==> config.mk <==
export PLATFORM = sky130hd
export DESIGN_NAME = hazard_scoreboard
export DESIGN_NICKNAME = d
export VERILOG_FILES = /design/src/rtl/hazard_pkg.sv /design/src/rtl/hazard_src_match.sv /design/src/rtl/hazard_scoreboard.sv
export SDC_FILE = /design/constraint.sdc
export NUM_CORES = 1
export LEC_CHECK = 0
export BUFFER_PORTS_ARGS = -buffer_cell sky130_fd_sc_hd__buf_2
export CORE_UTILIZATION = 40
export CTS_CLUSTER_DIAMETER = 30
export DETAILED_ROUTE_END_ITERATION = 10
export PLACE_DENSITY = 0.63
export SLEW_MARGIN = 10
export SYNTH_ARGS = -nofsm -noshare
export SYNTH_HDL_FRONTEND = slang
export SYNTH_HIERARCHICAL = 1
export SYNTH_SLANG_ARGS = --single-unit
export TNS_END_PERCENT = 30
==> constraint.sdc <==
create_clock -name clk -period 6.45 [get_ports clk]
set_clock_uncertainty 0.2 [all_clocks]
set_input_delay 0.3225 -clock clk [delete_from_list [all_inputs] [get_ports clk]]
set_output_delay 0.3225 -clock clk [all_outputs]
set_load 0.03 [all_outputs]
==> src/rtl/hazard_pkg.sv <==
// Shared definitions for the D-stage hazard scoreboard: stage indices,
// forward-select encoding and the scoreboard entry layout.
package hazard_pkg;

    localparam int STG_E  = 0;
    localparam int STG_M  = 1;
    localparam int STG_W  = 2;
    localparam int FWD_RF = 0;

    localparam int REG_AW = 5;
    localparam int REG_TW = 2;

    typedef struct packed {
        logic              valid;
        logic [REG_AW-1:0] dst;
        logic [REG_TW-1:0] tnew;
    } sb_entry_t;

    localparam int ENTRY_W = $bits(sb_entry_t);

    // Forward select must encode "regfile" plus one code per tracked stage.
    function automatic int sel_width(input int nstage);
        return $clog2(nstage + 1);
    endfunction

endpackage

==> src/rtl/hazard_src_match.sv <==
// Per-source lookup against the in-flight writer scoreboard: youngest
// matching writer decides both the hazard and the forward select.
module hazard_src_match
    import hazard_pkg::*;
#(
    parameter int NSTAGE = 3,
    parameter int AW     = 5,
    parameter int TW     = 2,
    parameter int SW     = 2
) (
    input  logic [AW-1:0]        src_addr,
    input  logic [TW-1:0]        tuse,
    input  logic [NSTAGE-1:0]    ent_valid,
    input  logic [NSTAGE*AW-1:0] ent_dst,
    input  logic [NSTAGE*TW-1:0] ent_tnew,
    output logic                 hazard,
    output logic [SW-1:0]        fwd_sel
);

    logic          hit;
    logic [TW-1:0] hit_tnew;
    logic [SW-1:0] hit_stage;
    logic          src_hit;

    always_comb begin
        hit       = 1'b0;
        hit_tnew  = '0;
        hit_stage = '0;
        // Walk from oldest to youngest so the youngest match overwrites.
        for (int k = NSTAGE - 1; k >= 0; k--) begin
            if (ent_valid[k] && (ent_dst[k*AW +: AW] == src_addr)) begin
                hit       = 1'b1;
                hit_tnew  = ent_tnew[k*TW +: TW];
                hit_stage = SW'(k + 1);
            end
        end
    end

    assign src_hit = (src_addr != '0) && hit;
    assign hazard  = src_hit && (hit_tnew > tuse);
    assign fwd_sel = (src_hit && (hit_tnew == '0)) ? hit_stage : SW'(FWD_RF);

endmodule

==> src/rtl/hazard_scoreboard.sv <==
// D-stage stall/forward controller: self-aging scoreboard of writers in
// E..W, MDU busy countdown and a saturating stall-cycle counter.
module hazard_scoreboard
    import hazard_pkg::*;
#(
    parameter  int NSRC     = 2,
    parameter  int NSTAGE   = 3,
    parameter  int AW       = 5,
    parameter  int TW       = 2,
    parameter  int MULT_LAT = 5,
    parameter  int DIV_LAT  = 10,
    parameter  int CNTW     = 32,
    localparam int SW       = sel_width(NSTAGE)
) (
    input  logic                 clk,
    input  logic                 reset,
    input  logic                 id_valid,
    input  logic [NSRC*AW-1:0]   id_src_addr,
    input  logic [NSRC*TW-1:0]   id_tuse,
    input  logic [AW-1:0]        id_dst_addr,
    input  logic                 id_reg_we,
    input  logic [TW-1:0]        id_tnew,
    input  logic                 id_mdu_start,
    input  logic                 id_mdu_div,
    input  logic                 id_mdu_req,
    input  logic                 flush,
    output logic                 stall,
    output logic [NSRC*SW-1:0]   fwd_sel,
    output logic                 mdu_busy,
    output logic [CNTW-1:0]      stall_cnt
);

    localparam int MDU_MAX = (DIV_LAT > MULT_LAT) ? DIV_LAT : MULT_LAT;
    localparam int MW      = $clog2(MDU_MAX + 1);

    logic [NSTAGE-1:0]    ent_valid;
    logic [NSTAGE*AW-1:0] ent_dst;
    logic [NSTAGE*TW-1:0] ent_tnew;
    logic [MW-1:0]        mdu_cnt;
    logic [NSRC-1:0]      src_hazard;
    logic                 issue_wr;
    logic                 mdu_accept;

    for (genvar i = 0; i < NSRC; i++) begin : g_src
        hazard_src_match #(
            .NSTAGE (NSTAGE),
            .AW     (AW),
            .TW     (TW),
            .SW     (SW)
        ) u_match (
            .src_addr  (id_src_addr[i*AW +: AW]),
            .tuse      (id_tuse[i*TW +: TW]),
            .ent_valid (ent_valid),
            .ent_dst   (ent_dst),
            .ent_tnew  (ent_tnew),
            .hazard    (src_hazard[i]),
            .fwd_sel   (fwd_sel[i*SW +: SW])
        );
    end

    assign mdu_busy   = (mdu_cnt != '0);
    assign stall      = id_valid && ((|src_hazard) || ((id_mdu_req || id_mdu_start) && mdu_busy));
    assign issue_wr   = id_valid && id_reg_we && (id_dst_addr != '0) && !stall;
    assign mdu_accept = id_valid && id_mdu_start && !stall;

    // Entries age by one stage per cycle; a stalled D inserts a bubble in E.
    always_ff @(posedge clk or posedge reset) begin
        if (reset) begin
            ent_valid <= '0;
            ent_dst   <= '0;
            ent_tnew  <= '0;
        end else begin
            ent_valid[STG_E]         <= issue_wr && !flush;
            ent_dst[STG_E*AW +: AW]  <= id_dst_addr;
            ent_tnew[STG_E*TW +: TW] <= id_tnew;
            for (int k = 1; k < NSTAGE; k++) begin
                ent_valid[k]         <= ent_valid[k-1] && !flush;
                ent_dst[k*AW +: AW]  <= ent_dst[(k-1)*AW +: AW];
                ent_tnew[k*TW +: TW] <= (ent_tnew[(k-1)*TW +: TW] == '0) ? '0
                                        : ent_tnew[(k-1)*TW +: TW] - 1'b1;
            end
        end
    end

    // MDU ops cannot be cancelled, so flush leaves the countdown alone.
    always_ff @(posedge clk or posedge reset) begin
        if (reset) begin
            mdu_cnt <= '0;
        end else if (mdu_accept) begin
            mdu_cnt <= id_mdu_div ? MW'(DIV_LAT) : MW'(MULT_LAT);
        end else if (mdu_cnt != '0) begin
            mdu_cnt <= mdu_cnt - 1'b1;
        end
    end

    always_ff @(posedge clk or posedge reset) begin
        if (reset) begin
            stall_cnt <= '0;
        end else if (stall && (stall_cnt != '1)) begin
            stall_cnt <= stall_cnt + 1'b1;
        end
    end

endmodule

; ---- Yosys cells after proc, flatten, opt, wreduce, memory -nomap -nowiden
; Cells that the tools add are included.
[op_classes]
n_addsub = 4
n_mux = 25
magnitude_cmp = 2
n_reduce_logical = 37
eq_ne = 7
[op_table]
columns = op, count
row1 = $add 32x1->32 const B, 1
row2 = $mux 2, 16
row3 = $ne 32x32->1 const B, 1
row4 = $eq 5x5->1, 6
row5 = $logic_and 1x1->1, 23
row6 = $reduce_bool 5->1, 3
row7 = $mux 4, 3
row8 = $logic_not 2->1, 4
row9 = $mux 1, 6
row10 = $gt 2x2->1, 2
row11 = $reduce_bool 4->1, 1
row12 = $sub 2x1->2 const B, 2
row13 = $sub 4x1->4 const B, 1
row14 = $logic_not 1->1, 2
row15 = $logic_or 1x1->1, 2
row16 = $reduce_bool 2->1, 1
row17 = $reduce_or 2->1, 1
[word_totals]
regBits = 60
input_bits = 29
out_inout_bits = 38

; ---- Longest topological paths before layout
; Gate-level depths: netlist (run 1).
[depth]
depth_word = 13
depth_mapped = 15
depth_no_buf = 15

; ---- By module
; Netlist (run 1), hierarchy kept.
[by_module_without_submodules]
columns = module, seq_area_each_um2, area_per_inst_um2, cells_each, instances
row1 = hazard_scoreboard, 1501.4, 2518.7, 203, 1
row2 = hazard_src_match, 0.0, 376.6, 51, 2

; ---- Least setup slack after synthesis (run 1)
; Ideal clock, no wire load.
[synth_timing]
path_type = reg2reg
startpoint = register ent_dst[3]
endpoint = register stall_cnt[25]
arrival_ps = 2801
slack_ps = 3314
synth_period_minus_slack_ps = 3136
setup_time_ps = 135
stages_incl_launch_ff = 13
cell_sequence = dfrtp_1 -> xnor2_1 -> nand4_1 -> or2_2 -> a31oi_1 -> inv_1 -> ha_1 -> a211oi_2 -> o21ai_0 -> o21a_4 -> a2111oi_4 -> nand4_1 -> xnor2_1
[synth_via]
elab_chain_len = 9
[synth_rtl]
columns = element, line
row1 = "start, declared", hazard_scoreboard.sv:37  ; logic [NSTAGE*AW-1:0] ent_dst;
row2 = "start signal, assigned by index", hazard_scoreboard.sv:74  ; ent_dst[STG_E*AW +: AW] <= id_dst_addr;
row3 = "start signal, assigned by index", hazard_scoreboard.sv:78  ; ent_dst[k*AW +: AW] <= ent_dst[(k-1)*AW +: AW];
row4 = $eq 5x5->1 *, hazard_src_match.sv:31  ; if (ent_valid[k] && (ent_dst[k*AW +: AW] == src_addr)) begin
row5 = $logic_and 1x1->1 *, hazard_src_match.sv:31
row6 = $mux 2 or $mux 1 (tied branches), hazard_src_match.sv:31
row7 = $gt 2x2->1 or $logic_and 1x1->1 (tied branches), "hazard_src_match.sv:40, hazard_src_match.sv:39"
row8 = $logic_and 1x1->1 *, hazard_src_match.sv:40  ; assign hazard = src_hit && (hit_tnew > tuse);
row9 = named net src_hazard[1], hazard_scoreboard.sv:40  ; logic [NSRC-1:0] src_hazard;
row10 = $reduce_or 2->1 *, hazard_scoreboard.sv:62  ; assign stall = id_valid && ((|src_hazard) || ((id_mdu_req || id_mdu_start) && mdu_busy));
row11 = $logic_or 1x1->1 *, hazard_scoreboard.sv:62
row12 = $logic_and 1x1->1 *, hazard_scoreboard.sv:62
row13 = $logic_and 1x1->1 *, hazard_scoreboard.sv:99  ; end else if (stall && (stall_cnt != '1)) begin
row14 = "end signal, assigned", hazard_scoreboard.sv:100  ; stall_cnt <= stall_cnt + 1'b1;
row15 = "end, declared", hazard_scoreboard.sv:30  ; output logic [CNTW-1:0] stall_cnt
; Mark *: on every way through the listed nets, which the timed path passes. The rest lies on a longest branch.
; A chain may end at the register's enable or synchronous reset.

; ---- Final worst setup path (run 1)
[layout_timing]
startpoint = register ent_dst[3]
endpoint = register stall_cnt[31]
; Same word-level chain as after synthesis.

==> results of run 1 <==
[timing repair]
item | CTS | global route
hold endpoints to repair | 10 | 0
gates resized for setup | 0 | 0
buffers inserted | 0 | 0
hold buffers | 8 | 0
[kinds of logic after synthesis]
family                     after synthesis
AOI/OAI and AO/OA                       29
muxes                                    1
buffers and inverters                   12
DFF                                     60
and+or+nand+nor                        134
xor gates and xnor gates                62
adders and majority gates                7
[power by group through the flow]
stage	logic [uW]	registers, uW	clock network (uW)
final	209	471	310
after global routing	232	479	341
after CTS	212	472	321
after detailed placement	207	478	0
after global placement	202	477	0
after floorplan	113	501	0
[cell type report]
| cell class | count | area, sq um | share of cell area (%) |
|---|---|---|---|
| Sequential cell | 60 | 1500 | 37.6 |
| Clock inverter | 7 | 58.8 | 1.47 |
| Timing Repair Buffer | 75 | 418 | 10.5 |
| Tap cell | 102 | 128 | 3.19 |
| Inverter | 11 | 41.3 | 1.03 |
| Clock buffer | 9 | 124 | 3.10 |
| Multi-Input combinational cell | 233 | 1730 | 43.2 |
[sequential cells by signal (all words and copies together) (netlist names)]
register / count
stall_cnt: 32
ent_dst: 15
ent_tnew: 6
mdu_cnt: 4
ent_valid: 3
[worst max-delay path: cells and delay by family (launching register included)]
family          cells  cell delay [ps]
compound gates      5             1450
simple gates        3              780
flops               1              430
xor+xnor            2              350
fa+ha+maj           1              290
buf+inv             1               80
[per-layer routing]
| metal | up-vias | track usage [%] |
|---|---|---|
| met5 | - | 0 |
| met4 | 0 | 6.38 |
| met3 | 13 | 4.68 |
| met2 | 79 | 29.8 |
| met1 | 1276 | 24.0 |
| li1 | 1274 | - |
[path summary, 6_finish.rpt]
kind	start	endpoint
min	reset	stall_cnt[20]
min reg2reg	ent_dst[6]	ent_dst[11]
max in group asynchronous	reset	stall_cnt[8]
max reg2reg	ent_dst[3]	stall_cnt[31]
min in group clk	id_reg_we	ent_valid[0]
max	ent_dst[3]	stall_cnt[31]
[cells in the mapped netlist (all sizes together)]
cell type,number
xor2,14
a31oi,4
and2,5
a21boi,1
nor4,7
xnor2,48
a2111oi,1
clkbuf,1
nand4,30
and3,13
a21oi,8
nand2,18
a21o,1
or2,4
or4,1
a211oi,2
nor3b,1
nor2b,5
or3b,1
inv,11
ha,7
o211ai,6
nand3,11
o31ai,2
o21ai,3
and4,7
nor3,12
o21a,1
dfrtp,60
nand3b,1
nor2,18
mux2,1
[metrics by stage]
| step | setup slack [ps] | instance area (sq um) |
|---|---|---|
| 3_3_place_gp | 2870 | 3730 |
| 3_5_place_dp | 2750 | 3730 |
| 4_1_cts | 2790 | 4000 |
| 2_1_floorplan | 3310 | 3270 |
| 6_report | 2760 | 4000 |
| 5_1_grt | 2490 | 4000 |
==> flow_summary.yaml, run 1 <==
run_status:
  status: "finished with violations"
  violations: "negative hold slack"
drt:
  dr_wl_met2_mm: 3.64
  detail_route.wl_per_cell_um: 14.9
  ant_nets: 0
  via_per_inst: 5.32
  drtIter0Drc: 104
  dr_wl_met3_um: 304
  drt-total-wl_mm: 7.39
  wl_met1_mm: 3.34
  drt_pass1_iterations: 4
  route.vias.total: 2642
  drc_errors: 0
  highest_layer: "met4"
clock_tree:
  numCtsBuffers: 9
  clock_latency_ps: 340
  htree_levels: 3
  cts.sinks: 60
  root_buffer: "clkbuf_8"
  tritoncts: "done"
  path_clk_slew_ps: 80
  clockBufferDepth: 2
cells_and_area:
  final_common_cell: "buf_2"
  layout_common_cells: "buf_2 (66), dfrtp_1 (60), xnor2_1 (48)"
  drive_gt1_share_pct: 28.9
  final_core_util_pct: 51.2
  nFillCells: 727
  syn_to_final_growth_pct: 22.1
  fin_nets: 426
  antenna_cells: 0
  final_cell_count_no_fill: 497
setup_path:
  cp_cell_sequence: "xnor2_1 > nand4_1 > or2_2 > a31oi_1 > inv_1 > ha_1 > a211oi_2 > o21ai_0 > o21a_4 > a2111oi_4 > nand4_1 > xnor2_1"
  rr_worst_depth: 12
  required_ps: 6480
  crit_path_end_kind: "flip-flop"
  critPathMaxFanout: 8
  slowest_delay_ps: 540
  arrival_ps: 3720
  cp_slowest_cell: "a2111oi_4"
  r2r_setup_slack_ps: 2760
  startpoint_type: "flip-flop"
  critPathKind: "reg -> reg"
global_routing:
  grt_pass1_wl_mm: 12.2
  grt_pass1_vias: 2543
  grt_util_all_layers_pct: 18.5
  antenna_found_initial: 0
  grt_start_max_net_pins: 61
  grt_overflow_total: 0
logic_synthesis:
  yosysSeqAreaShare_pct: 45.9
  avgSynthCellArea_sq_um: 10.7
  synth_compound_area_share_pct: 7.61
  yosys.area_share.adder_pct: 2.68
  synth-xor-area-share_pct: 16.6
  synth_fp_nets: 341
  ys_types: 43
  synth-simple-area-share_pct: 25.5
  synthTopCellsByArea: "dfrtp_1 (46%), xnor2_1 (13%), nand4_1 (5.4%)"
  syn_inst: 305
  yosys.area.top_type: "dfrtp_1"
  ys_ff_latch: 60
  synth.cell_area_sq_mm: 0.00327
  ys_warn_count: 6
  synth_top_family_by_area: "simple AND/OR/NAND/NOR gates"
  synth_top_area_share_pct: 45.9
  muxShareOfSynthArea_pct: 0.344
timing:
  min_period_ps: 3690
  timing.slew.headroom_pct: 49.3
  hold_viol: 4
  rsz0062_at_grt: "false"
  timing.fmax_mhz: 271
  fin_crit_sh_pct: 57.2
  whs_ps: -3.73
  finalSetupTns_ps: 0
  setup_viol_count_final: 0
  tightest_slew_ps: 760
  slew_viol_final: 0
power_and_ir_drop:
  p_per_area_mw_per_mm2: 248
  internal_power_uw: 645
  combPwrFrac_pct: 21.1
  p_sw_share_pct: 34.9
  power_frac_seq_pct: 47.6
  pwr-share-clk_pct: 31.3
  switchingPower_uw: 346
  total_power_uw: 991
  max-vdd-ir-drop_uv: 220
  p_leak_uw: 0.00179
floorplan:
  ioPinCount: 67
  die_width_um: 92.4
  fp.coreArea_sq_mm: 0.00781
  num_rows: 32
  dieHeight_um: 92.4
  initial_core_util_pct: 41.9
  die-area_sq_mm: 0.00855
placed_design:
  port_buffers: 66
  place_congestion: 0.860
  hpwlAfterDp_mm: 5.45
  dp_cells: 473
hold_path:
  min_path_type: "in -> async"
flow_run:
  cap_violations: 0
Power figures use the tool's default switching activity.
==> inputs of run 2 (changes only) <==
==> constraint.sdc (replaced) <==
create_clock -name clk -period 3.7 [get_ports clk]
set_clock_uncertainty 0.2 [all_clocks]
set_input_delay 0.185 -clock clk [delete_from_list [all_inputs] [get_ports clk]]
set_output_delay 0.185 -clock clk [all_outputs]
set_load 0.03 [all_outputs]
==> run 2 against run 1 <==
Net effect: the flow now finishes without violations; global-route usage up 0.44 points; wire length up 0.19%; hold slack gained 98 ps; power up 88%; count of clock-buffer cells in the layout grew 2; critical path type is now reg -> out; via count shrank 1.8%; critical path depth fell by 1; cell area up 3.0%; register-to-register slack got worse by 2500 ps; sequential power up 74%; highest routed layer unchanged; setup slack got worse by 2500 ps; largest power group unchanged.
==> flow_summary.yaml, run 2 (synthesis gave the netlist of run 1 again) <==
drt:
  drc_errors: 0
  wl_met1_mm: 3.41
  drt_pass1_iterations: 4
  drtIter0Drc: 117
  route.vias.total: 2595
  ant_nets: 0
  dr_wl_met3_um: 328
  via_per_inst: 5.15
  drt-total-wl_mm: 7.41
  detail_route.wl_per_cell_um: 14.7
  dr_wl_met2_mm: 3.55
  highest_layer: "met4"
setup_path:
  crit_path_end_kind: "primary output"
  cp_slowest_cell: "dfrtp_1"
  path_delay_family: "compound AO/OA/AOI/OAI gates"
  regToRegStartpoint: "ent_dst[3]"
  startpoint_type: "flip-flop"
  r2r_setup_slack_ps: 220
  rr_worst_depth: 11
  timing.rr.end: "stall_cnt[1]"
  arrival_ps: 3100
  cp_num_buf_inv: 3
  cp_cell_sequence: "xnor2_1 > nand4_1 > or2_2 > a31oi_1 > inv_1 > ha_1 > a211oi_2 > o21ai_0 > o21a_4 > inv_2 > buf_2"
  slowest_delay_ps: 410
  critPathKind: "reg -> out"
  critPathMaxFanout: 5
  critPathCapture: "stall"
  timing.critical_path.from: "ent_dst[3]"
  cp.depth: 11
  required_ps: 3310
timing:
  setup_viol_count_final: 0
  whs_ps: 94.6
  fin_crit_sh_pct: 94.1
  rsz0062_at_grt: "false"
  timing.fmax_mhz: 287
  finalSetupTns_ps: 0
  slew_viol_final: 0
  tightest_slew_ps: 748
  min_period_ps: 3480
  timing.slew.headroom_pct: 50.1
  hold_viol: 0
clock_tree:
  path_clk_slew_ps: 70
  htree_levels: 3
  numCtsBuffers: 9
  clock_latency_ps: 330
  tritoncts: "done"
  root_buffer: "clkbuf_8"
  clockBufferDepth: 2
  cts.sinks: 60
global_routing:
  grt_pass1_wl_mm: 12.5
  grt_overflow_total: 0
  grt_pass1_vias: 2581
  grt_start_max_net_pins: 37
  grt_util_all_layers_pct: 18.9
  antenna_found_initial: 0
floorplan:
  ioPinCount: 67
  die_width_um: 92.4
  num_rows: 32
  dieHeight_um: 92.4
  initial_core_util_pct: 41.9
  die-area_sq_mm: 0.00855
  fp.coreArea_sq_mm: 0.00781
power_and_ir_drop:
  p_leak_uw: 0.00185
  p_per_area_mw_per_mm2: 452
  max-vdd-ir-drop_uv: 367
flow_run:
  cap_violations: 0
placed_design:
  hpwlAfterDp_mm: 5.41
  port_buffers: 66
  place_congestion: 0.886
  dp_cells: 473
cells_and_area:
  largest_register_ffs: 32
  antenna_cells: 0
  syn_to_final_growth_pct: 25.8
  drive_gt1_share_pct: 28.4
  top_regs: "stall_cnt (32), ent_dst (15), ent_tnew (6)"
  fin_nets: 434
  layout_common_cells: "buf_2 (66), dfrtp_1 (60), xnor2_1 (48)"
  regMostFlops: "stall_cnt"
  final_cell_count_no_fill: 504
  final_common_cell: "buf_2"
  final_core_util_pct: 52.7
run_status:
  status: "complete, no violations"
hold_path:
  min_path_type: "in -> reg"
-- run 2: worst reg2reg max path, stage by stage (launching register included) --
cell      delay [ps]
dfrtp_1          410
xnor2_1          170
nand4_1          200
or2_2            380
a31oi_1          280
inv_1             80
ha_1             290
a211oi_2         300
o21ai_0          170
o21a_4           170
a21oi_2          350
mux2_1           360
-- run 2: how the worst min path moves through the flow --
| stage | from | to | depth (start not counted) |
|---|---|---|---|
| floorplan | id_dst_addr[0] | ent_dst[0] | 0 |
| global placement | id_tnew[1] | ent_tnew[1] | 1 |
| detailed placement | id_tnew[1] | ent_tnew[1] | 1 |
| CTS | id_mdu_start | mdu_cnt[0] | 4 |
| global route | id_mdu_start | mdu_cnt[0] | 4 |
| finish | id_mdu_start | mdu_cnt[0] | 4 |
-- run 2: per-layer routing --
layer	track usage, %	vias to the layer above
met3	4.43	11
met1	24.4	1240
li1	-	1286
met2	31.2	58
met4	6.12	0
met5	0	-
-- run 2: timing repair --
item | CTS | global route
resized for setup | 0 | 0
buffers inserted | 0 | 1
endpoints found under the setup margin | 0 | 8
hold buffers | 15 | 0
endpoints found under the hold margin | 46 | 0
-- run 2: final cells by class --
class / count / area (sq um)
clock buffer: 11 / 151
clock inverter: 4 / 72.6
fill: 725 / 3690
tap: 102 / 128
multi-input combinational: 233 / 1730
timing repair buffer: 83 / 495
sequential: 60 / 1500
inverter: 11 / 41.3
-- run 2: through the flow --
stage / setup slack [ps] / instance area, sq um / total power (uW)
floorplan: 564 / 3270 / 1070
global placement: 185 / 3730 / 1180
detailed placement: 86.8 / 3730 / 1190
CTS: 74.6 / 4110 / 1880
global route: 19.2 / 4120 / 1960
finish: 219 / 4120 / 1860
-- run 2: report_power, final --
part	total [uW]	switching [uW]	leakage [uW]	internal, uW
Combinational	371	218	0.000965	153
Sequential	819	94.2	0.000775	725
Clock	671	260	0.000111	411
Total	1860	572	0.00185	1290
==> inputs of run 3 (changes only) <==
--- a/config.mk
+++ b/config.mk
@@ -5,7 +5,8 @@
 export SDC_FILE = /design/constraint.sdc
 export NUM_CORES = 1
 export LEC_CHECK = 0
-export BUFFER_PORTS_ARGS = -buffer_cell sky130_fd_sc_hd__buf_2
+export BUFFER_PORTS_ARGS = -buffer_cell sky130_fd_sc_hd__clkbuf_2
+export CORE_ASPECT_RATIO = 0.6
 export CORE_UTILIZATION = 40
 export CTS_CLUSTER_DIAMETER = 30
 export DETAILED_ROUTE_END_ITERATION = 10
==> run 3 against run 2 <==
Net effect: global-route usage increased by 0.65 points; non-clock buffer count decreased by 1; critical path depth increased by 1; setup slack improved by 66 ps; sequential share of layout area decreased by 1.3 points; combinational power increased by 1%; first-iteration DRC count increased by 26%; count of clock-buffer cells in the layout decreased by 1; hold slack got worse by 55 ps; register-to-register slack improved by 70 ps; highest routed layer unchanged; power increased by 20%.
==> flow_summary.yaml, run 3 (synthesis gave the netlist of run 1 again) <==
run_status:
  status: "complete, no violations"
setup_path:
  crit_path_end_kind: "flip-flop"
  critPathCapture: "stall_cnt[7]"
  r2r_setup_slack_ps: 280
  critPathKind: "reg -> reg"
  critPathMaxFanout: 9
  timing.critical_path.from: "ent_dst[3]"
  rr_worst_depth: 12
  required_ps: 3700
  arrival_ps: 3420
  regToRegStartpoint: "ent_dst[3]"
  startpoint_type: "flip-flop"
  timing.rr.end: "stall_cnt[7]"
clock_tree:
  root_buffer: "clkbuf_16"
  clockBufferDepth: 2
  path_clk_slew_ps: 50
  tritoncts: "done"
  numCtsBuffers: 9
  cts.sinks: 60
  clock_latency_ps: 320
  htree_levels: 3
global_routing:
  grt_pass1_vias: 2603
  grt_overflow_total: 0
  antenna_found_initial: 0
  grt_util_all_layers_pct: 19.5
  grt_start_max_net_pins: 39
  grt_pass1_wl_mm: 13.0
cells_and_area:
  fin_area_sq_mm: 0.00426
  top_regs: "stall_cnt (32), ent_dst (15), ent_tnew (6)"
  final_core_util_pct: 53.9
  layout_common_cells: "clkbuf_2 (66), dfrtp_1 (60), xnor2_1 (48)"
  fin_nets: 433
  regMostFlops: "stall_cnt"
  drive_gt1_share_pct: 28.6
  final_common_cell: "clkbuf_2"
  largest_register_ffs: 32
  syn_to_final_growth_pct: 30.3
  antenna_cells: 0
timing:
  min_period_ps: 3420
  hold_viol: 0
  tightest_slew_ps: 785
  slew_viol_final: 0
  rsz0062_at_grt: "false"
  fin_crit_sh_pct: 92.3
  timing.slew.headroom_pct: 47.6
  timing.fmax_mhz: 293
  finalSetupTns_ps: 0
  setup_viol_count_final: 0
drt:
  ant_nets: 0
  via_per_inst: 5.36
  drt-total-wl_mm: 7.76
  drtIter0Drc: 147
  route.vias.total: 2734
  drt_pass1_iterations: 4
  detail_route.wl_per_cell_um: 15.2
  drc_errors: 0
floorplan:
  ioPinCount: 67
  die-area_sq_mm: 0.00856
  initial_core_util_pct: 41.3
  num_rows: 25
  dieHeight_um: 72.1
  fp.coreArea_sq_mm: 0.00791
  die_width_um: 119
flow_run:
  cap_violations: 0
power_and_ir_drop:
  combPwrFrac_pct: 16.8
  power_frac_seq_pct: 36.9
  max-vdd-ir-drop_uv: 474
  pwr-share-clk_pct: 46.3
  internal_power_uw: 1620
  switchingPower_uw: 614
  p_sw_share_pct: 27.4
  p_leak_uw: 0.00189
  p_per_area_mw_per_mm2: 525
placed_design:
  hpwlAfterDp_mm: 5.73
  port_buffers: 66
  dpl_cell_area_sq_mm: 0.00374
  place_congestion: 0.857
hold_path:
  min_path_type: "in -> reg"
==> run 3: worst min path at each step <==
| stage | from | end | slack (ps) | cells past startpoint |
|---|---|---|---|---|
| after floorplan | id_dst_addr[0] | ent_dst[0] | 20 | 0 |
| after detailed placement | id_dst_addr[4] | ent_dst[4] | 110 | 1 |
| after global routing | id_mdu_start | mdu_cnt[3] | 70 | 3 |
| final | id_mdu_start | mdu_cnt[3] | 40 | 3 |
| after CTS | id_mdu_start | mdu_cnt[3] | 20 | 3 |
| after global placement | id_dst_addr[4] | ent_dst[4] | 110 | 1 |
==> run 3: area by class of cell <==
cell class,instances,area (sq um)
fill,702,3650
clock buffer,10,239
multi-input combinational,233,1730
tap,108,135
inverter,11,41.3
timing repair buffer,82,485
sequential,60,1500
clock inverter,6,135
==> run 3: worst max-delay path, cell delays in order (launching register included) <==
cell      delay [ps]
dfrtp_1          400
xnor2_1          180
nand4_1          180
or2_2            380
a31oi_1          290
inv_1             80
ha_1             290
a211oi_2         250
o21ai_0          160
o21a_4           170
a21oi_2          350
nand4_1          200
xnor2_1          160
==> run 3: power by group through the flow <==
stage,logic (uW),registers (uW),clock network (uW)
2_1_floorplan,197,874,0
3_3_place_gp,356,830,0
3_5_place_dp,366,835,0
4_1_cts,382,825,1050
5_1_grt,421,837,1080
6_report,376,825,1040
==> run 3: metal layers <==
layer,share of wire [%],GRT usage [%],vias to the layer above,wire length [um]
met1,48,26.8,1326,3700
met4,1.2,5.49,0,93
li1,-,-,1288,-
met5,0,0,-,0
met2,44,29.4,113,3390
met3,7.5,6.84,7,581
==> run 3: stage by stage <==
| stage | total power (uW) | std cells | hold WS (ps) | worst slack, ps |
|---|---|---|---|---|
| floorplan | 1070 | 305 | 16.4 | 564 |
| global placement | 1190 | 479 | 108 | 264 |
| detailed placement | 1200 | 479 | 107 | 140 |
| CTS | 2260 | 509 | 22.7 | 116 |
| global route | 2340 | 510 | 65.9 | 16.8 |
| finish | 2240 | 510 | 39.1 | 285 |
==> run 3: repair_timing <==
item	CTS	global route
buffers inserted	0	1
endpoints found under the hold margin	48	0
setup endpoints to repair	0	8
gates resized for setup	0	0
hold buffers	14	0
